--- src/rtl/uart_rx_framed.sv ---
// UART receiver with configurable character format (5-8 data bits, none/odd/even parity, 1-2 stop bits).
// Flags parity, framing, break and overrun errors, and holds each character in a one-entry valid/ready register.
module uart_rx_framed #(
    parameter int CYCLES_PER_BIT = 217,
    parameter int DATA_BITS      = 8,
    parameter int PARITY         = 0,
    parameter int STOP_BITS      = 1
) (
    input  logic       i_clk,
    input  logic       i_rst_n,
    input  logic       i_serial_rx,
    output logic [7:0] o_rx_byte,
    output logic       o_rx_valid,
    input  logic       i_rx_ready,
    output logic       o_parity_err,
    output logic       o_frame_err,
    output logic       o_overrun,
    output logic       o_break,
    output logic       o_busy
);
    localparam int HALF = CYCLES_PER_BIT / 2;
    localparam int CW   = $clog2(CYCLES_PER_BIT);
    localparam logic [CW-1:0] BIT_END   = CW'(CYCLES_PER_BIT - 1);
    localparam logic [CW-1:0] MID_END   = CW'(HALF - 1);
    localparam logic [2:0]    LAST_DATA = 3'(DATA_BITS - 1);
    localparam logic [2:0]    LAST_STOP = 3'(STOP_BITS - 1);

    typedef enum logic [2:0] {WAIT_HIGH, IDLE, START, DATA, PAR, STOP} state_t;

    state_t        state, state_n;
    logic          rx_m, rx_s;
    logic [1:0]    settle;
    logic [CW-1:0] cnt;
    logic [2:0]    idx;
    logic [7:0]    data;
    logic          par_bit, par_err, stop_err;
    logic          tick, done, brk_det, frame_bad;
    logic          hs, accept;

    // settle holds WAIT_HIGH off until the synchronizer carries the real pin,
    // so a line held low across reset release is never mistaken for a start bit.
    always_ff @(posedge i_clk or negedge i_rst_n) begin
        if (!i_rst_n) begin
            rx_m   <= 1'b1;
            rx_s   <= 1'b1;
            settle <= 2'b00;
        end else begin
            rx_m   <= i_serial_rx;
            rx_s   <= rx_m;
            settle <= {settle[0], 1'b1};
        end
    end

    always_comb begin
        tick      = (state == START) ? (cnt == MID_END) : (cnt == BIT_END);
        state_n   = state;
        done      = 1'b0;
        brk_det   = 1'b0;
        frame_bad = stop_err | ~rx_s;
        case (state)
            WAIT_HIGH: if (settle[1] && rx_s) state_n = IDLE;
            IDLE:      if (!rx_s) state_n = START;
            START:     if (tick) state_n = rx_s ? IDLE : DATA;
            DATA:      if (tick && idx == LAST_DATA) state_n = (PARITY != 0) ? PAR : STOP;
            PAR:       if (tick) state_n = STOP;
            STOP: begin
                if (tick && idx == LAST_STOP) begin
                    // par_bit stays 0 when there is no parity bit
                    brk_det = (data == 8'h00) && !par_bit && !rx_s;
                    done    = !brk_det;
                    state_n = frame_bad ? WAIT_HIGH : IDLE;
                end
            end
            default:   state_n = WAIT_HIGH;
        endcase
    end

    always_ff @(posedge i_clk or negedge i_rst_n) begin
        if (!i_rst_n) begin
            state    <= WAIT_HIGH;
            cnt      <= '0;
            idx      <= '0;
            data     <= '0;
            par_bit  <= 1'b0;
            par_err  <= 1'b0;
            stop_err <= 1'b0;
        end else begin
            state <= state_n;
            cnt   <= (state == IDLE || state == WAIT_HIGH || tick) ? '0 : cnt + CW'(1);
            idx   <= (state_n != state) ? 3'd0 : (tick ? idx + 3'd1 : idx);
            if (state == IDLE) begin
                data     <= '0;
                par_bit  <= 1'b0;
                par_err  <= 1'b0;
                stop_err <= 1'b0;
            end
            if (tick) begin
                case (state)
                    DATA: data[idx] <= rx_s;
                    PAR: begin
                        par_bit <= rx_s;
                        par_err <= (PARITY == 1) ? ~(^data ^ rx_s) : (^data ^ rx_s);
                    end
                    STOP: if (!rx_s) stop_err <= 1'b1;
                    default: ;
                endcase
            end
        end
    end

    // A character may load in the same cycle the held one is accepted.
    assign hs     = o_rx_valid & i_rx_ready;
    assign accept = done & (~o_rx_valid | i_rx_ready);
    assign o_busy = (state != IDLE);

    always_ff @(posedge i_clk or negedge i_rst_n) begin
        if (!i_rst_n) begin
            o_rx_byte    <= '0;
            o_rx_valid   <= 1'b0;
            o_parity_err <= 1'b0;
            o_frame_err  <= 1'b0;
            o_overrun    <= 1'b0;
            o_break      <= 1'b0;
        end else begin
            o_break <= brk_det;
            if (accept) begin
                o_rx_byte    <= data;
                o_parity_err <= par_err;
                o_frame_err  <= frame_bad;
                o_rx_valid   <= 1'b1;
            end else if (hs) begin
                o_rx_valid   <= 1'b0;
                o_parity_err <= 1'b0;
                o_frame_err  <= 1'b0;
            end
            if (done && !accept) o_overrun <= 1'b1;
            else if (hs)         o_overrun <= 1'b0;
        end
    end
endmodule
--- config.mk ---
export PLATFORM = sky130hd
export DESIGN_NAME = uart_rx_framed
export DESIGN_NICKNAME = d
export VERILOG_FILES = /design/src/rtl/uart_rx_framed.sv
export SDC_FILE = /design/constraint.sdc
export NUM_CORES = 1
export LEC_CHECK = 0
export ABC_CLOCK_PERIOD_IN_PS = 3500
export CAP_MARGIN = 20
export CORE_MARGIN = 4
export CORE_UTILIZATION = 25
export CTS_CLUSTER_DIAMETER = 60
export DETAILED_ROUTE_END_ITERATION = 10
export PLACE_DENSITY = 0.42
export SLEW_MARGIN = 30
export SYNTH_ARGS = -nofsm -noshare
export SYNTH_HDL_FRONTEND = slang
export SYNTH_SLANG_ARGS = --single-unit
--- constraint.sdc ---
create_clock -name i_clk -period 3.5 [get_ports i_clk]
set_input_delay 0.525 -clock i_clk [delete_from_list [all_inputs] [get_ports i_clk]]
set_output_delay 0.525 -clock i_clk [all_outputs]
set_load 0.02 [all_outputs]
Yosys cells after proc, flatten, opt, wreduce, memory -nomap -nowiden

Cells that the tools add are included.

$lt $le $gt $ge: 2
Reductions and logical operators: 20
Multiplexer cells: 38
Add/subtract/negate cells: 2
Bitwise gates (word level): 7
Eq/ne operators: 10

Operators with widths:

| kind                  | count |
|---|---|
| $mux W8               | 4 |
| $mux W3               | 8 |
| $mux W1               | 22 |
| $pmux W3 S6           | 1 |
| $eq A3 B3 Y1 const B  | 3 |
| $add A8 B1 Y8 const B | 1 |
| $bwmux W8             | 1 |
| $eq A8 B7 Y1 const B  | 1 |
| $eq A8 B8 Y1 const B  | 1 |
| $logic_not A8 Y1      | 1 |
| $reduce_xor A8 Y1     | 1 |
| $logic_and A1 B1 Y1   | 7 |
| $eq A3 B2 Y1 const B  | 2 |
| $logic_not A3 Y1      | 2 |
| $reduce_bool A2 Y1    | 3 |
| $logic_not A1 Y1      | 4 |
| $lt A3 B4 Y1 const B  | 1 |
| $add A3 B1 Y3 const B | 1 |
| $demux W1 S3          | 1 |
| $eq A3 B1 Y1 const B  | 1 |
| $ge A3 B1 Y1 const B  | 1 |
| $ne A3 B1 Y1 const B  | 1 |
| $ne A3 B3 Y1          | 1 |
| $and A1 B1 Y1         | 2 |
| other kinds (5)       | 8 |

Output and inout port bits: 14
Flip-flop bits (word level): 42
Input bits: 4

Depth between registers and ports, before layout

Gate-level depths: netlist (run 1).

Word-level depth: 10
Mapped depth: 8
Mapped depth without buffers: 7

Worst setup path before layout (run 1)

Ideal clock, no wire load.

Path type: reg-to-reg
Start: reg rx_s
End: reg o_rx_byte[5]
Cell stages (with the launch flop): 8
Library setup time: 0.131 ns
Clock period less this slack: 1.786 ns
Buffers on the path: 2
Arrival: 1.655 ns
Path slack: 1.714 ns
Path through: dfstp_2 > buf_4 > and4bb_2 > a211oi_1 > nand3_1 > clkbuf_1 > nand2_1 > o21ai_0

Cells in the longest elaborated chain, start to end: 6

Ends and longest elaborated chain:

| what                   | line | text |
|---|---|---|
| start, declared        | 31   | `logic rx_m, rx_s;` |
| start signal, assigned | 49   | `rx_s <= rx_m;` |
| $logic_not A1 Y1       | n/a  |  |
| $logic_and A1 B1 Y1    | 69   | `brk_det = (data == 8'h00) && !par_bit && !rx_s;` |
| $logic_not A1 Y1       | 70   | `done = !brk_det;` |
| $mux W1                | 67   | `if (tick && idx == LAST_STOP) begin` |
| $mux W1                | 60   | `case (state)` |
| $and A1 B1 Y1          | 113  | `assign accept = done & (~o_rx_valid \| i_rx_ready);` |
| end signal, assigned   | 127  | `o_rx_byte <= data;` |
| end, declared          | 12   | `output logic [7:0] o_rx_byte,` |

Every way passes these cells.
A chain may end at the register's enable or synchronous reset.

Worst setup path after layout (run 1)

Start: reg state[0]
End: out o_busy

Cells in the longest elaborated chain, start to end: 1

Ends and longest elaborated chain:

| what                   | line | text |
|---|---|---|
| start, declared        | 30   | `state_t state, state_n;` |
| start signal, assigned | 88   | `state <= state_n;` |
| $ne A3 B1 Y1           | 114  | `assign o_busy = (state != IDLE);` |
| end, declared          | 19   | `output logic o_busy` |

Every way passes these cells.

==> metrics.md, run 1 <==
| Metric | Value |
|---|---|
| Multi-input logic area | 1104 sq um |
| Antenna violation net count after detailed routing | 0 |
| Final Hold Viols | 0 |
| Mapped Nets | 241 |
| Top post-synthesis cells by area | dfrtp_1 44%, ha_1 4.4%, nand2_1 3.8%, o21ai_0 3.8%, a31o_2 2.7% |
| Post-route DRC | 0 |
| IO buf count | 17 |
| FF+latch count, synth | 42 |
| P_leak | 0.001123 uW |
| Count of cell types in the netlist | 52 |
| Total negative slack | 0 ns |
| GR Util All Layers | 9.910% |
| First-pass GRT wire length | 8300 microns |
| Worst slew pin tran | 0.7501 ns |
| Most frequent cells in the layout | 40 x dfrtp_1, 23 x nand2_1, 17 x o21ai_0 |
| Post-DP HPWL | 3517 microns |
| CORE AREA | 8763 sq um |
| Vias in the first global route | 1593 |
| Maximum clock path buffer count | 2 |
| Final cell count without fillers | 351 |
| Die Area | 10630 sq um |
| WL/cell | 13.99 microns |
| Worst Hold Slack | 0.2075 ns |
| H-tree levels | 2 |
| Arr. time, crit path | 2.19 ns |
| Synth Flop Type | dfrtp_1 |
| Clock latency on the worst-skew pair | 0.30 ns |
| Share of layout cells above drive strength 1 | 11.52% |
| Synth Cell Area | 2262 sq um |
| Overall power after layout | 1216 uW |
| Top Metal Used | met4 |
| Filler cells | 920 |
| Highest cell delay on the worst timing path | 0.62 ns |
| # nets final | 254 |
| M1 WL | 2468 microns |
| Endpoint type of the worst setup path | output port |
| Critical path class | reg2out |
| Critical path, cell by cell | nor2b_1 -> nand2_1 -> clkdlybuf4s50_1 |
| Fin area | 2651 sq um |
| Number of setup buffers added after CTS | 0 |
| Syn Area/Cell | 9.878 sq um |
| Initial Utilization | 25.81% |
| Clock Sink Count | 42 |
| Worst path required time | 2.97 ns |
| Sequential Area | 1054 sq um |
| RSZ-0062 raised after global routing | no |
| Async S/R FF share, synth | 100.0% |
| Area fraction of the dominant cell type after synthesis | 44.25% |
| Largest net degree at the start of global routing | 43 |
| Peak VDD IR | 0.2394 mV |
| Placer congestion estimate | 0.7534 |
| Slowest-stage cell, CP | dfrtp_1 |
| Most common cell after layout, fill and taps aside | dfrtp_1 |
| Final min period | 2.714 ns |
| DRT Wirelength | 4912 microns |
| Cts repair resizes | 0 |
| Area leader, netlist | dfrtp_1 |
| Worst Hold Class | in2async |
| Critical path fanouts, max | 15 |
| Syn. warnings | 0 |
| Final Skew | 0.01238 ns |
| Placed Cells | 343 |
| Post-synth EDFFs | 0 |
| Cells after synthesis | 229 |
| Dpl cell area | 2509 sq um |
| Setup-failing EPs final | 0 |
| Startpoint Class | flop |
| Power per cell area | 458.8 nW/um^2 |
| Area growth, synth to finish | 17.20% |
| N_diodes | 0 |
| Clock transition at path regs | 0.09 ns |
| Initial drt markers | 120 |
| Post-CTS Hold Buffers | 0 |
| CTS buffer count | 5 |
| Period utilization | 77.54% |
| # IOs | 18 |
| Drt first pass iters | 4 |
| Sequential share of the synthesized area | 46.57% |
| Vias | 1675 |
| Clk root buf | clkbuf_8 |
| Die width | 103.1 microns |
| Rel. slew slack | 49.47% |
| Initial antenna violation count | 0 |
| Total congestion overflow | 0 |
| Met3 wire len | 164 microns |
| Max Clk Rate | 368.5 MHz |
| Fin. max-slew vios | 0 |
| Status | completed |
| Die Y | 103.1 microns |
| # Max-Cap Violations | 0 |
| Met2 wire len | 2221 microns |
| TritonCTS clock tree | yes |
| Cell Rows | 34 |
| Vias per inst | 4.772 |
## sequential cells by signal, indices dropped and copies added (netlist names)
register and cells:
idx 3, cnt 8, par_bit 1, o_frame_err 1, par_err 1, o_break 1, settle 2, o_overrun 1
data 8, o_rx_valid 1, stop_err 1, rx_m 1, rx_s 1, o_rx_byte 8, o_parity_err 1, state 3
## synthesized netlist by cell type, types with 5 or more instances
library cell / number
a21oi_1: 12
o21ai_0: 17
nand2_1: 23
clkbuf_1: 5
ha_1: 8
xor2_1: 5
nand3_1: 8
nor2_1: 15
dfrtp_1: 40
xnor2_1: 5
nor2b_1: 8
inv_1: 13
a31o_2: 7
## power by group
part | internal [uW] | total [uW] | switching [uW]
combinational | 73.1 | 131 | 58.4
sequential | 528 | 607 | 79.4
clock | 304 | 478 | 173
total | 905 | 1220 | 311
## worst max-delay path: cells and delay by family, from the launching register on
kind | cells | cell delay [ns]
flops | 1 | 0.62
simple gates | 2 | 0.66
buf+inv | 1 | 0.60
## per-layer routing
layer | track usage, % | vias up
met3 | 2.233 | 4
met4 | 2.988 | 0
met1 | 14.19 | 798
li1 | - | 836
met5 | 0 | -
met2 | 14.85 | 37
## layout make-up
cell class | count | share of cell area [%]
multi-input combinational | 163 | 41.62
tap | 108 | 5.097
timing repair buffer | 17 | 6.324
sequential | 42 | 39.74
clock buffer | 6 | 3.115
inverter | 13 | 1.840
clock inverter | 2 | 2.265
## through the flow
stage                     util (%)  setup slack, ns
after floorplan                  -            1.714
after global placement       28.60            1.191
after detailed placement     28.63            1.109
after CTS                    30.25           0.7638
after global routing         30.25           0.6183
final                        30.25           0.7860
## cells by family (layout without fill, tap and decap cells)
kind of cell	Yosys count	count (layout)	synth area share, %
other	1	1	0.1658
buffers and inverters	24	38	4.646
AND/OR/NAND/NOR	84	84	21.63
adder cells (fa/ha/maj)	8	8	4.425
XOR/XNOR	10	10	3.872
multiplexers	5	5	2.655
AO/OA/AOI/OAI	55	55	16.04
flip-flops	42	42	46.57
## worst paths after layout
kind,from,end,slack [ns],depth (start not counted)
min in group i_clk,settle[0],settle[1],0.35,0
setup / recovery,state[0],o_busy,0.79,3
setup reg to reg,state[2],idx[2],1.33,5
hold reg to reg,settle[0],settle[1],0.35,0
max in group asynchronous,i_rst_n,rx_s,2.91,1
hold / removal,i_rst_n,cnt[5],0.21,1
(Power assumes the default switching activity.)
==> run 2, diff against run 1 <==
--- a/config.mk
+++ b/config.mk
@@ -5,13 +5,13 @@
 export SDC_FILE = /design/constraint.sdc
 export NUM_CORES = 1
 export LEC_CHECK = 0
-export ABC_CLOCK_PERIOD_IN_PS = 3500
+export ABC_CLOCK_PERIOD_IN_PS = 2400
 export CAP_MARGIN = 20
 export CORE_MARGIN = 4
 export CORE_UTILIZATION = 25
 export CTS_CLUSTER_DIAMETER = 60
 export DETAILED_ROUTE_END_ITERATION = 10
-export PLACE_DENSITY = 0.42
+export PLACE_DENSITY = 0.43
 export SLEW_MARGIN = 30
 export SYNTH_ARGS = -nofsm -noshare
 export SYNTH_HDL_FRONTEND = slang
==> constraint.sdc (replaced) <==
create_clock -name i_clk -period 2.4 [get_ports i_clk]
set_input_delay 0.36 -clock i_clk [delete_from_list [all_inputs] [get_ports i_clk]]
set_output_delay 0.36 -clock i_clk [all_outputs]
set_load 0.02 [all_outputs]
==> run 2 against run 1 <==
  * Core utilization about the same
  * Sequential power grew 46%
  * First-iteration DRC count shrank 11%
  * Cell count is 2.3% higher
  * Clock power fell by 3%
  * Critical endpoint unchanged
  * Sequential share of layout area hardly changed
  * Largest power group unchanged
  * Critical path depth stayed put
  * Register-to-register slack worse by 0.99 ns
  * Power up 27%
  * Global-route usage up 0.81 points
  * Worst setup slack got worse by 0.54 ns
  * Non-clock buffer count rose by 8
==> metrics.md, run 2 (synthesized netlist as in run 1, its figures left out) <==
| Metric | Value |
|---|---|
| Status | completed |
| GR Util met1 | 15.60% (+1.4 points) |
| Clock power share | 29.9% (-9.4 points) |
| Die Y | 103.1 microns (unchanged) |
| Total congestion overflow | 0 (unchanged) |
| Share of layout cells above drive strength 1 | 13.94% (+2.4 points) |
| Vias per inst | 4.783 (+0.22%) |
| Final cell count without fillers | 359 (+2.3%) |
| Peak VDD IR | 0.2907 mV (+21%) |
| # IOs | 18 (unchanged) |
| Worst R2R Path Depth | 5 (unchanged) |
| Clock Sink Count | 42 (unchanged) |
| Post-DP HPWL | 3656 microns (+4.0%) |
| N_diodes | 0 (unchanged) |
| Power per cell area | 583.0 nW/um^2 (+27%) |
| Combinational share of power | 12.7% (+1.9 points) |
| Worst slew pin tran | 0.5462 ns (-0.2038 ns) |
| Clock latency on the worst-skew pair | 0.30 ns (about the same) |
| Cell Rows | 34 (unchanged) |
| Placed Cells | 351 (+2.3%) |
| Clock transition at path regs | 0.09 ns (about the same) |
| # Max-Cap Violations | 0 (unchanged) |
| Top Registers | cnt (8), data (8), o_rx_byte (8) |
| GR Layer Usage met2 | 16.03% (+1.2 points) |
| Clk root buf | clkbuf_8 |
| Initial Utilization | 25.81% (unchanged) |
| Pint | 1084 uW (+20%) |
| Cts repair resizes | 0 (unchanged) |
| Largest net degree at the start of global routing | 43 (unchanged) |
| Final Hold Viols | 0 (unchanged) |
| Rel. slew slack | 63.58% (+14 points) |
| CTS buffer count | 5 (unchanged) |
| P_leak | 0.001133 uW (+0.89%) |
| Number of setup buffers added after CTS | 0 (unchanged) |
| Final Core Density | 30.27% (about the same) |
| Total negative slack | 0 ns (unchanged) |
| Die Area | 10630 sq um (unchanged) |
| CORE AREA | 8763 sq um (unchanged) |
| Post-route DRC | 0 (unchanged) |
| Period utilization | 89.81% |
| Worst path required time | 2.04 ns (-0.93 ns) |
| Arr. time, crit path | 1.80 ns (-0.39 ns) |
| Maximum clock path buffer count | 2 (unchanged) |
| Placer congestion estimate | 0.7831 (+3.9%) |
| Final Skew | 0.01572 ns (+0.003338 ns) |
| Most frequent cells in the layout | 40 x dfrtp_1, 23 x nand2_1, 17 x o21ai_0 |
| Most common cell after layout, fill and taps aside | dfrtp_1 |
| DRT Wirelength | 5095 microns (+3.7%) |
| Die width | 103.1 microns (unchanged) |
| Vias | 1717 (+2.5%) |
| Final min period | 2.156 ns |
| Initial drt markers | 107 (-11%) |
| Filler cells | 937 (+1.8%) |
| Net Sw Frac | 29.93% (+4.3 points) |
| Vias in the first global route | 1673 (+5.0%) |
| Drt first pass iters | 4 (unchanged) |
| Area growth, synth to finish | 17.26% (about the same) |
| IO buf count | 17 (unchanged) |
| Antenna violation net count after detailed routing | 0 (unchanged) |
| Dpl cell area | 2566 sq um (+2.3%) |
| Critical path fanouts, max | 15 (unchanged) |
| Worst reg2reg setup slack | 0.34 ns (-0.99 ns) |
| Endpoint type of the worst setup path | output port |
| GR Util All Layers | 10.72% (+0.81 points) |
| First-pass GRT wire length | 8852 microns (+6.7%) |
| H-tree levels | 2 (unchanged) |
| Max Clk Rate | 463.9 MHz |
| Fin area | 2653 sq um (about the same) |
| Overall power after layout | 1546 uW (+27%) |
| Setup-failing EPs final | 0 (unchanged) |
| WL/cell | 14.19 microns (+1.4%) |
| Initial antenna violation count | 0 (unchanged) |
| Grt peak-use layer | met2 |
| Fin. max-slew vios | 0 (unchanged) |
| Psw | 462.7 uW (+49%) |
| Startpoint Class | flop |
| TritonCTS clock tree | yes |
| # nets final | 262 (+3.1%) |
| Post-CTS Hold Buffers | 0 (unchanged) |
| Seq pwr share | 57.4% (+7.5 points) |
| Critical path class | reg2out |
| RSZ-0062 raised after global routing | no |
| M3 GR Usage | 2.233% (unchanged) |
| Worst Hold Class | in2async |
run 2: layer usage:
metal | vias to the layer above | share of wire (%)
li1 | 850 | -
met1 | 838 | 51
met2 | 24 | 44
met3 | 5 | 3.1
met4 | 0 | 1.4
met5 | - | 0
run 2: metrics by stage:
step | setup slack [ns] | hold slack (ns)
2_1_floorplan | 0.6137 | 0.06441
3_3_place_gp | 0.3621 | 0.3315
3_5_place_dp | 0.3792 | 0.3356
4_1_cts | 0.2284 | 0.1470
5_1_grt | 0.1159 | 0.1777
6_report | 0.2445 | 0.1204
run 2: cell type report:
type / instances / area, sq um / share of cell area, %
multi-input cells: 163 / 1104 / 41.60
flip-flops and latches: 42 / 1054 / 39.72
well taps: 108 / 135.1 / 5.094
clock inverters: 2 / 13.76 / 0.5189
repair buffers: 25 / 225.2 / 8.491
clock buffers: 6 / 72.57 / 2.736
inverters: 13 / 48.80 / 1.840
run 2: final timing paths:
check	startpoint	endpoint
setup / recovery	state[2]	o_busy
hold / removal	i_rst_n	o_rx_byte[4]
setup reg to reg	cnt[2]	data[7]
hold reg to reg	settle[0]	settle[1]
max in group asynchronous	i_rst_n	rx_m
min in group i_clk	settle[0]	settle[1]
run 2: power groups by stage:
| stage | clock network (uW) | registers (uW) | logic (uW) |
|---|---|---|---|
| after global placement | 0 | 897 | 200 |
| after detailed placement | 0 | 899 | 199 |
| after floorplan | 0 | 855 | 175 |
| after global routing | 514 | 905 | 222 |
| after CTS | 491 | 885 | 201 |
| final | 462 | 888 | 196 |
run 2: worst max-delay path, cell delays in order (launching register included):
cell	delay, ns
dfrtp_1	0.65
nor2b_1	0.12
nand2_1	0.13
clkdlybuf4s50_1	0.61
